===== src/rtl/ber_snap_pkg.sv =====
// ============================================================================
// Module      : ber_snap_pkg
// Description : Shared address map, FSM encoding and status-word layout for the
//               BER snapshot register block.
// Revision    : 1.0 - initial release
// ============================================================================
`default_nettype none

package ber_snap_pkg;

    typedef enum logic [1:0] {
        ST_IDLE = 2'd0,
        ST_EXEC = 2'd1,
        ST_RESP = 2'd2
    } state_t;

    localparam logic [3:0] ADDR_SNAP     = 4'h0;
    localparam logic [3:0] ADDR_ERR_I_LO = 4'h1;
    localparam logic [3:0] ADDR_ERR_I_HI = 4'h2;
    localparam logic [3:0] ADDR_TOT_I_LO = 4'h3;
    localparam logic [3:0] ADDR_TOT_I_HI = 4'h4;
    localparam logic [3:0] ADDR_ERR_Q_LO = 4'h5;
    localparam logic [3:0] ADDR_ERR_Q_HI = 4'h6;
    localparam logic [3:0] ADDR_TOT_Q_LO = 4'h7;
    localparam logic [3:0] ADDR_TOT_Q_HI = 4'h8;
    localparam logic [3:0] ADDR_STATUS   = 4'h9;
    localparam logic [3:0] ADDR_TSTAMP   = 4'hA;

    localparam logic [31:0] ILLEGAL_RDATA = 32'hDEADBEEF;

    localparam int STAT_SYNC_I     = 0;
    localparam int STAT_SYNC_Q     = 1;
    localparam int STAT_SNAP_VALID = 2;
    localparam int STAT_REQ_DROP   = 3;
    localparam int STAT_CNT_LSB    = 16;
    localparam int STAT_CNT_MSB    = 31;

endpackage

`default_nettype wire


===== src/rtl/ber_snap_word_mux.sv =====
// ============================================================================
// Module      : ber_snap_word_mux
// Description : Combinational address-to-word selection for snapshot reads.
//               Optional macro BER_SNAP_TIMESTAMP_EN adds the 0xA timestamp word.
// Revision    : 1.0 - initial release
// ============================================================================
`default_nettype none

module ber_snap_word_mux
    import ber_snap_pkg::*;
(
    input  logic [3:0]  i_addr,
    input  logic [31:0] i_snap_count,
    input  logic [63:0] i_err_I,
    input  logic [63:0] i_tot_I,
    input  logic [63:0] i_err_Q,
    input  logic [63:0] i_tot_Q,
    input  logic        i_snap_valid,
    input  logic        i_req_drop,
    input  logic        i_sync_done_I,
    input  logic        i_sync_done_Q,
`ifdef BER_SNAP_TIMESTAMP_EN
    input  logic [31:0] i_tstamp,
`endif
    output logic [31:0] o_word,
    output logic        o_illegal
);

    always_comb begin
        o_word    = ILLEGAL_RDATA;
        o_illegal = 1'b1;
        case (i_addr)
            ADDR_SNAP:     begin o_word = i_snap_count;   o_illegal = 1'b0; end
            ADDR_ERR_I_LO: begin o_word = i_err_I[31:0];  o_illegal = 1'b0; end
            ADDR_ERR_I_HI: begin o_word = i_err_I[63:32]; o_illegal = 1'b0; end
            ADDR_TOT_I_LO: begin o_word = i_tot_I[31:0];  o_illegal = 1'b0; end
            ADDR_TOT_I_HI: begin o_word = i_tot_I[63:32]; o_illegal = 1'b0; end
            ADDR_ERR_Q_LO: begin o_word = i_err_Q[31:0];  o_illegal = 1'b0; end
            ADDR_ERR_Q_HI: begin o_word = i_err_Q[63:32]; o_illegal = 1'b0; end
            ADDR_TOT_Q_LO: begin o_word = i_tot_Q[31:0];  o_illegal = 1'b0; end
            ADDR_TOT_Q_HI: begin o_word = i_tot_Q[63:32]; o_illegal = 1'b0; end
            ADDR_STATUS: begin
                o_word                             = 32'h0;
                o_word[STAT_CNT_MSB:STAT_CNT_LSB]  = i_snap_count[15:0];
                o_word[STAT_REQ_DROP]              = i_req_drop;
                o_word[STAT_SNAP_VALID]            = i_snap_valid;
                o_word[STAT_SYNC_Q]                = i_sync_done_Q;
                o_word[STAT_SYNC_I]                = i_sync_done_I;
                o_illegal                          = 1'b0;
            end
`ifdef BER_SNAP_TIMESTAMP_EN
            ADDR_TSTAMP:   begin o_word = i_tstamp;       o_illegal = 1'b0; end
`endif
            default: ;
        endcase
    end

endmodule

`default_nettype wire


===== src/rtl/ber_snapshot_reg.sv =====
// ============================================================================
// Module      : ber_snapshot_reg
// Description : Atomic I/Q BER counter snapshot with a 2-cycle request/ack
//               read port. Optional macro BER_SNAP_TIMESTAMP_EN adds a cycle
//               timestamp latched with every snapshot.
// Revision    : 1.0 - initial release
// ============================================================================
`default_nettype none

module ber_snapshot_reg
    import ber_snap_pkg::*;
#(
    parameter int CNT_W      = 64,
    parameter int SNAP_CNT_W = 16
) (
    input  logic             clk,
    input  logic             i_reset,
    input  logic [CNT_W-1:0] i_accum_err_I,
    input  logic [CNT_W-1:0] i_accum_tot_I,
    input  logic [CNT_W-1:0] i_accum_err_Q,
    input  logic [CNT_W-1:0] i_accum_tot_Q,
    input  logic             i_sync_done_I,
    input  logic             i_sync_done_Q,
    input  logic             i_req,
    input  logic [3:0]       i_addr,
    output logic             o_ack,
    output logic [31:0]      o_rdata,
    output logic             o_err,
    output logic             o_busy
);

    state_t                state_q,      state_d;
    logic [3:0]            addr_q,       addr_d;
    logic [31:0]           rdata_q,      rdata_d;
    logic                  err_q,        err_d;
    logic [CNT_W-1:0]      snap_err_i_q, snap_err_i_d;
    logic [CNT_W-1:0]      snap_tot_i_q, snap_tot_i_d;
    logic [CNT_W-1:0]      snap_err_q_q, snap_err_q_d;
    logic [CNT_W-1:0]      snap_tot_q_q, snap_tot_q_d;
    logic [SNAP_CNT_W-1:0] snap_count_q, snap_count_d;
    logic                  snap_valid_q, snap_valid_d;
    logic                  req_drop_q,   req_drop_d;

    logic [31:0]           w_word;
    logic                  w_illegal;
    logic                  w_do_snap;

`ifdef BER_SNAP_TIMESTAMP_EN
    logic [31:0]           tstamp_q;
    logic [31:0]           tstamp_snap_q;

    // Latched value equals (clk edges since the reset edge) - 1.
    always_ff @(posedge clk) begin
        if (i_reset) begin
            tstamp_q      <= 32'h0;
            tstamp_snap_q <= 32'h0;
        end else begin
            tstamp_q <= tstamp_q + 32'd1;
            if (w_do_snap) begin
                tstamp_snap_q <= tstamp_q;
            end
        end
    end
`endif

    ber_snap_word_mux u_word_mux (
        .i_addr        (addr_q),
        .i_snap_count  (32'(snap_count_q)),
        .i_err_I       (64'(snap_err_i_q)),
        .i_tot_I       (64'(snap_tot_i_q)),
        .i_err_Q       (64'(snap_err_q_q)),
        .i_tot_Q       (64'(snap_tot_q_q)),
        .i_snap_valid  (snap_valid_q),
        .i_req_drop    (req_drop_q),
        .i_sync_done_I (i_sync_done_I),
        .i_sync_done_Q (i_sync_done_Q),
`ifdef BER_SNAP_TIMESTAMP_EN
        .i_tstamp      (tstamp_snap_q),
`endif
        .o_word        (w_word),
        .o_illegal     (w_illegal)
    );

    assign w_do_snap = (state_q == ST_EXEC) && (addr_q == ADDR_SNAP);

    always_comb begin
        state_d      = state_q;
        addr_d       = addr_q;
        rdata_d      = rdata_q;
        err_d        = err_q;
        snap_err_i_d = snap_err_i_q;
        snap_tot_i_d = snap_tot_i_q;
        snap_err_q_d = snap_err_q_q;
        snap_tot_q_d = snap_tot_q_q;
        snap_count_d = snap_count_q;
        snap_valid_d = snap_valid_q;
        req_drop_d   = req_drop_q;

        case (state_q)
            ST_IDLE: begin
                if (i_req) begin
                    state_d = ST_EXEC;
                    addr_d  = i_addr;
                end
            end
            ST_EXEC: begin
                state_d = ST_RESP;
                rdata_d = w_word;
                err_d   = w_illegal;
                if (w_do_snap) begin
                    snap_err_i_d = i_accum_err_I;
                    snap_tot_i_d = i_accum_tot_I;
                    snap_err_q_d = i_accum_err_Q;
                    snap_tot_q_d = i_accum_tot_Q;
                    snap_count_d = snap_count_q + SNAP_CNT_W'(1);
                    snap_valid_d = 1'b1;
                end
                if (addr_q == ADDR_STATUS) begin
                    req_drop_d = 1'b0;
                end
            end
            ST_RESP: state_d = ST_IDLE;
            default: state_d = ST_IDLE;
        endcase

        // A drop in the same cycle as a status-read clear must win.
        if (i_req && (state_q != ST_IDLE)) begin
            req_drop_d = 1'b1;
        end
    end

    always_ff @(posedge clk) begin
        if (i_reset) begin
            state_q      <= ST_IDLE;
            addr_q       <= 4'h0;
            rdata_q      <= 32'h0;
            err_q        <= 1'b0;
            snap_err_i_q <= '0;
            snap_tot_i_q <= '0;
            snap_err_q_q <= '0;
            snap_tot_q_q <= '0;
            snap_count_q <= '0;
            snap_valid_q <= 1'b0;
            req_drop_q   <= 1'b0;
        end else begin
            state_q      <= state_d;
            addr_q       <= addr_d;
            rdata_q      <= rdata_d;
            err_q        <= err_d;
            snap_err_i_q <= snap_err_i_d;
            snap_tot_i_q <= snap_tot_i_d;
            snap_err_q_q <= snap_err_q_d;
            snap_tot_q_q <= snap_tot_q_d;
            snap_count_q <= snap_count_d;
            snap_valid_q <= snap_valid_d;
            req_drop_q   <= req_drop_d;
        end
    end

    assign o_ack   = (state_q == ST_RESP);
    assign o_err   = o_ack & err_q;
    assign o_busy  = (state_q != ST_IDLE);
    assign o_rdata = rdata_q;

endmodule

`default_nettype wire


===== config.mk =====
export PLATFORM = sky130hd
export DESIGN_NAME = ber_snapshot_reg
export DESIGN_NICKNAME = d
export VERILOG_FILES = /design/src/rtl/ber_snap_pkg.sv /design/src/rtl/ber_snap_word_mux.sv /design/src/rtl/ber_snapshot_reg.sv
export SDC_FILE = /design/constraint.sdc
export NUM_CORES = 1
export LEC_CHECK = 0
export ABC_AREA = 1
export BUFFER_PORTS_ARGS = -buffer_cell sky130_fd_sc_hd__buf_4
export CORE_ASPECT_RATIO = 0.9
export CORE_UTILIZATION = 58
export CTS_CLUSTER_SIZE = 40
export DETAILED_ROUTE_END_ITERATION = 6
export PLACE_DENSITY = 0.82
export REMOVE_ABC_BUFFERS = 1
export SLEW_MARGIN = 40
export SYNTH_ARGS = -nofsm -noshare
export SYNTH_HDL_FRONTEND = slang
export SYNTH_SLANG_ARGS = --single-unit

===== constraint.sdc =====
create_clock -name clk -period 3.6 [get_ports clk]
set_input_delay 0.18 -clock clk [delete_from_list [all_inputs] [get_ports clk]]
set_output_delay 0.18 -clock clk [all_outputs]
set_load 0.005 [all_outputs]

# Yosys cells after proc, flatten, opt, wreduce, memory -nomap -nowiden
# Cells that the tools add are included.
# Widths: inputs -> output; s select.
# totals
ram_bits	0
register_bits	313
latchBits	0
rom_bits	0
output_inout_bits	35
wordCells	43
memories	0
# classes
mul	0
muxes	7
reduce_logical	11
bitwise_logic	1
n_div	0
add_sub_neg	1
magnitude_cmp	0
shift	0
eq_ne	12
# op_table
operator	count
$pmux 32 s10	1
$add 16x1->16 const B	1
$eq 4x3->1 const B	4
$reduce_or 10->1	1
$eq 4x2->1 const B	2
$eq 4x4->1 const B	2
$reduce_and 2->1	3
$reduce_bool 2->1	3
$eq 4x1->1 const B	1
$logic_not 4->1	1
$mux 1	4
$pmux 2 s2	1
$eq 2x1->1 const B	1
$eq 2x2->1 const B	1
$logic_and 1x1->1	2
$logic_not 2->1	1
$mux 2	1
$ne 2x2->1 const B	1
$and 1x1->1	1

# Longest topological paths before layout
# depth
depth_word	4
depth_mapped	11
depth_no_buf	10

# Modules after synthesis
# From an unflattened synthesis, not the netlist that was laid out.
# hier_totals
cells_unflattened	2129
area_unflattened_um2	14176.1
# modules_own_cells
module	area_per_inst_um2	cells_each	instances
ber_snapshot_reg	11095.6	1434	1
ber_snap_word_mux	3080.5	695	1

# Worst setup path before layout
# No wires, ideal clock.
# synth_path
path_type	register -> register
start	register addr_q[2]
end	register snap_err_i_q[1]
path_slack_ps	2148
arrival_ps	1324
required_time_ps	3472
path_stages_with_launch	8
setup_ps	128
cell_sequence	dfxtp_1 nor2_1 buf_4 nand3_1 buf_4 buf_2 clkbuf_1 a21oi_1
# synth_between
elab_chain_cells	3
# synth_rtl
item	line	source
from (decl)	ber_snapshot_reg.sv:33	logic [3:0] addr_q, addr_d;
from (signal assigned)	ber_snapshot_reg.sv:147	addr_q <= addr_d;
$logic_not 4->1	ber_snapshot_reg.sv:84	assign w_do_snap = (state_q == ST_EXEC) && (addr_q == ADDR_SNAP);
$logic_and 1x1->1	ber_snapshot_reg.sv:84	
$reduce_and 2->1 (no source line)	-	
to (signal assigned)	ber_snapshot_reg.sv:150	snap_err_i_q <= snap_err_i_d;
to (decl)	ber_snapshot_reg.sv:36	logic [CNT_W-1:0] snap_err_i_q, snap_err_i_d;
# Every way passes these cells.
# A chain may end at the register's enable or synchronous reset.

# Worst setup path in the final report
# layout_path
start	register state_q[0]
end	register snap_err_i_q[6]
# layout_between
elab_chain_cells	3
# layout_rtl
item	line	source
from (decl)	ber_snapshot_reg.sv:32	state_t state_q, state_d;
from (signal assigned)	ber_snapshot_reg.sv:146	state_q <= state_d;
$eq 2x1->1 (*)	ber_snapshot_reg.sv:84, ber_snapshot_reg.sv:99	
$logic_and 1x1->1	ber_snapshot_reg.sv:84	
$reduce_and 2->1 (no source line) (*)	-	
# Mark *: on every way between the ends. The rest lies on a longest branch, timed or not.

==> results by group <==
STA
  – Fin crit period: around 2.7 ns
  – Hold Vio Cnt, Final: 0
  – Hold Worst Slack: roughly 0.084 ns
  – Post-Route Setup TNS: 0 ns
  – Final Max Tran Viols: 0
  – Worst setup margin: about 0.90 ns
  – Fmax: about 0.37 GHz
  – Final Setup Violations: 0
  – Tcrit/Tclk final: 0.751
  – RSZ-0062 raised after global routing: no
  – Least-Margin Pin Slew: around 0.9 ns
  – Worst Clk Skew: roughly 0.020 ns
  – Slew Limit Headroom: 0.406

Synth
  – Cells after Synth: between 1,500 and 2,000
  – Largest area contributor in the netlist: dfxtp_1
  – Synth top cells by count: nor2_1, dfxtp_1, o21ai_0, inv_1, a21oi_1
  – Distinct cells, synth: 23
  – Largest family of logic cells by synthesized area: compound AO/OA/AOI/OAI gates
  – Post-synth ARST share: 0
  – Mapped Area: approximately 13,000 um2
  – Simple-gate portion of the synthesized area: 0.191
  – Post-Synth Adder-Cell Area: 0.000955
  – FF+latch count, synth: 313
  – Syn avg cell area: 7.10 um2
  – Ranking of synthesized cells by area: dfxtp_1, o21ai_0, nor2_1
  – Synthesis Warnings: 0
  – Count leader, synth: nor2_1
  – Main synth FF type: dfxtp_1
  – Post-synthesis mux area share: 0
  – Seq/Total Area, Yosys: 0.478
  – Compound-Gate Fraction of Synth Area: 0.223
  – Xor and xnor area share after synthesis: 0.00134
  – Number of flops mapped to enable cells by yosys: 0
  – Share of the synthesized area in the top cell type: 0.478

Placement
  – Placer congestion estimate: about 0.9
  – DP Wirelength: 26,200 um
  – Setup WS pre-CTS: ~1.1 ns
  – PortBufs: 299
  – Placed cell areas: 15,500 um2
  – Placed insts: 2,334

Worst setup path
  – FF-to-FF setup slack: between 0.8 and 0.9 ns
  – Setup Crit Path Kind: reg -> reg
  – CP required: 4.03 ns
  – Crit-path slowest cell: nand3_4
  – Crit path max fanout: 77
  – R2R depth: 7
  – Critical Path Sink Type: flip-flop
  – Worst stage delay on the critical path: 0.54 ns
  – Critical path startpoint category: flip-flop
  – Cell chain of the critical path: nand2_2 > inv_1 > nand3_4 > buf_12 > buf_4 > o21ai_0 > a21oi_1
  – CP arrival: 3.14 ns
  – R2r startpoint: state_q[0]
  – Reg2reg end: snap_err_i_q[6]

Worst hold path
  – HP Start: i_sync_done_I
  – Worst min-delay path class: in -> reg
  – Hold path cells: 5
  – Hold EP: o_rdata[0]

Drt
  – Routed Antenna Nets: 0
  – First-pass DRT Iterations: 7
  – Vias per Instance: between 5 and 6
  – Vias: about 16,000
  – Final wirelength: approximately 54,000 um
  – Avg WL per Cell: about 20 um
  – Residual DRC: 14
  – DRT iter0 DRCs: 1,793

Global route
  – First-pass GRT wire length: between 80,000 and 90,000 um
  – Initial antenna violation count: 1
  – Tot GR Track Use: 0.446
  – Largest net degree at the start of global routing: approximately 120
  – Grt ovf: 0
  – Vias in the first global route: about 16,000

Clock network
  – Post_cts resized: 0
  – CTS clk-pin slew, worst paths: around 0.070 ns
  – Cts-stage hold buffer count: about 260
  – Num CTS Buffers: 31
  – Clock root buffer: clkbuf_16
  – Max H-tree Level: 1
  – CTS tree: done
  – Clock Latency Late Sink: 0.57 ns
  – CTS sink cnt: 313
  – Max Buffers Root-to-Sink: 3
  – Post-CTS setup buffers: 0

Pwr
  – Pwr/cell area: 449 nW/um2
  – Total chip power: approximately 8.6 mW
  – Static leakage: ~8.1 nW
  – Worst VDD drop: a little over 0.0004 V

Layout
  – Post-Layout Cell Count: 2,655
  – Nets: between 2,000 and 3,000
  – Proportion of layout cells with a drive suffix above 1: 0.168
  – Core Util, Final: 0.877
  – Layout area overhead: 46.5%
  – Final Cell Area: around 19,000 um2

Floorplanning
  – CORE AREA: ~22,000 um2
  – Die footprint: 23,200 um2
  – # IOs: 300
  – Starting Density: 0.599
  – Chip Height: roughly 140 um
  – Die Wd: between 150 and 200 um
  – Num rows: a little over 50

Run status
  – Failing checks: design-rule violations
  – Status: finished with violations

Flow run
  – Max Cap Viol: 0
[worst max-delay path, delay by kind of cell (launching register included)]
kind                   cells  cell delay, ns
buffers and inverters      3            0.90
AO/OA/AOI/OAI              2            0.45
flip-flops                 1            0.39
AND/OR/NAND/NOR            2            0.79
[layer usage]
layer,share of wire,global-route usage,wire length (um)
met1,0.35,0.499,18700
met4,0.075,0.313,4060
met2,0.47,0.753,25000
met3,0.11,0.110,6030
met5,0,0,0
[sequential cells by signal, summed over array words and instances (netlist names), 2 cells and up]
signal	count
addr_q	4
snap_tot_i_q	64
snap_tot_q_q	64
snap_count_q	16
state_q	2
snap_err_q_q	64
snap_err_i_q	64
o_rdata	32
[layout make-up]
cell class                      count  area [um2]
Fill cell                        1106        2690
Timing Repair Buffer              588        5120
Antenna cell                        3        7.51
Clock inverter                     12         191
Clock buffer                       45         928
Sequential cell                   313        6270
Inverter                          222         838
Tap cell                          291         364
Multi-Input combinational cell   1181        5480
[where the power goes]
group          internal [mW]  total (mW)  switching (mW)
Clock                   2.14        3.57            1.43
Sequential              3.66        3.77           0.100
Combinational          0.582        1.28           0.696
[cell usage in the layout, fill, tap and decap left out, types with 10 or more instances in the layout]
cell type        n
a21oi_1        196
buf_4          323
clkbuf_16       31
clkbuf_8        10
dfxtp_1        313
dlygate4sd3_1  261
inv_1          217
nand2_1        122
nand3_1        121
nor2_1         348
o21ai_0        288
o22ai_1         77
[worst max path at each step]
stage	slack, ns	depth (start not counted)	start	end
after detailed placement	1.14	7	state_q[0]	snap_err_i_q[15]
after CTS	1.12	7	state_q[0]	snap_tot_i_q[38]
after global placement	1.21	8	state_q[1]	snap_err_i_q[15]
after floorplan	-6.53	6	addr_q[3]	snap_count_q[9]
after global routing	0.74	8	state_q[1]	snap_err_i_q[6]
final	0.90	7	state_q[0]	snap_err_i_q[6]
[logic make-up (layout without fill, tap and decap cells)]
| family | after synthesis | count (layout) |
|---|---|---|
| flip-flops | 313 | 313 |
| XOR/XNOR | 2 | 2 |
| AND/OR/NAND/NOR | 613 | 613 |
| AO/OA/AOI/OAI | 565 | 565 |
| buffers and inverters | 351 | 867 |
| adder cells (fa/ha/maj) | 1 | 1 |
| other | 0 | 3 |
No activity file was read; power rests on OpenSTA's default activity.
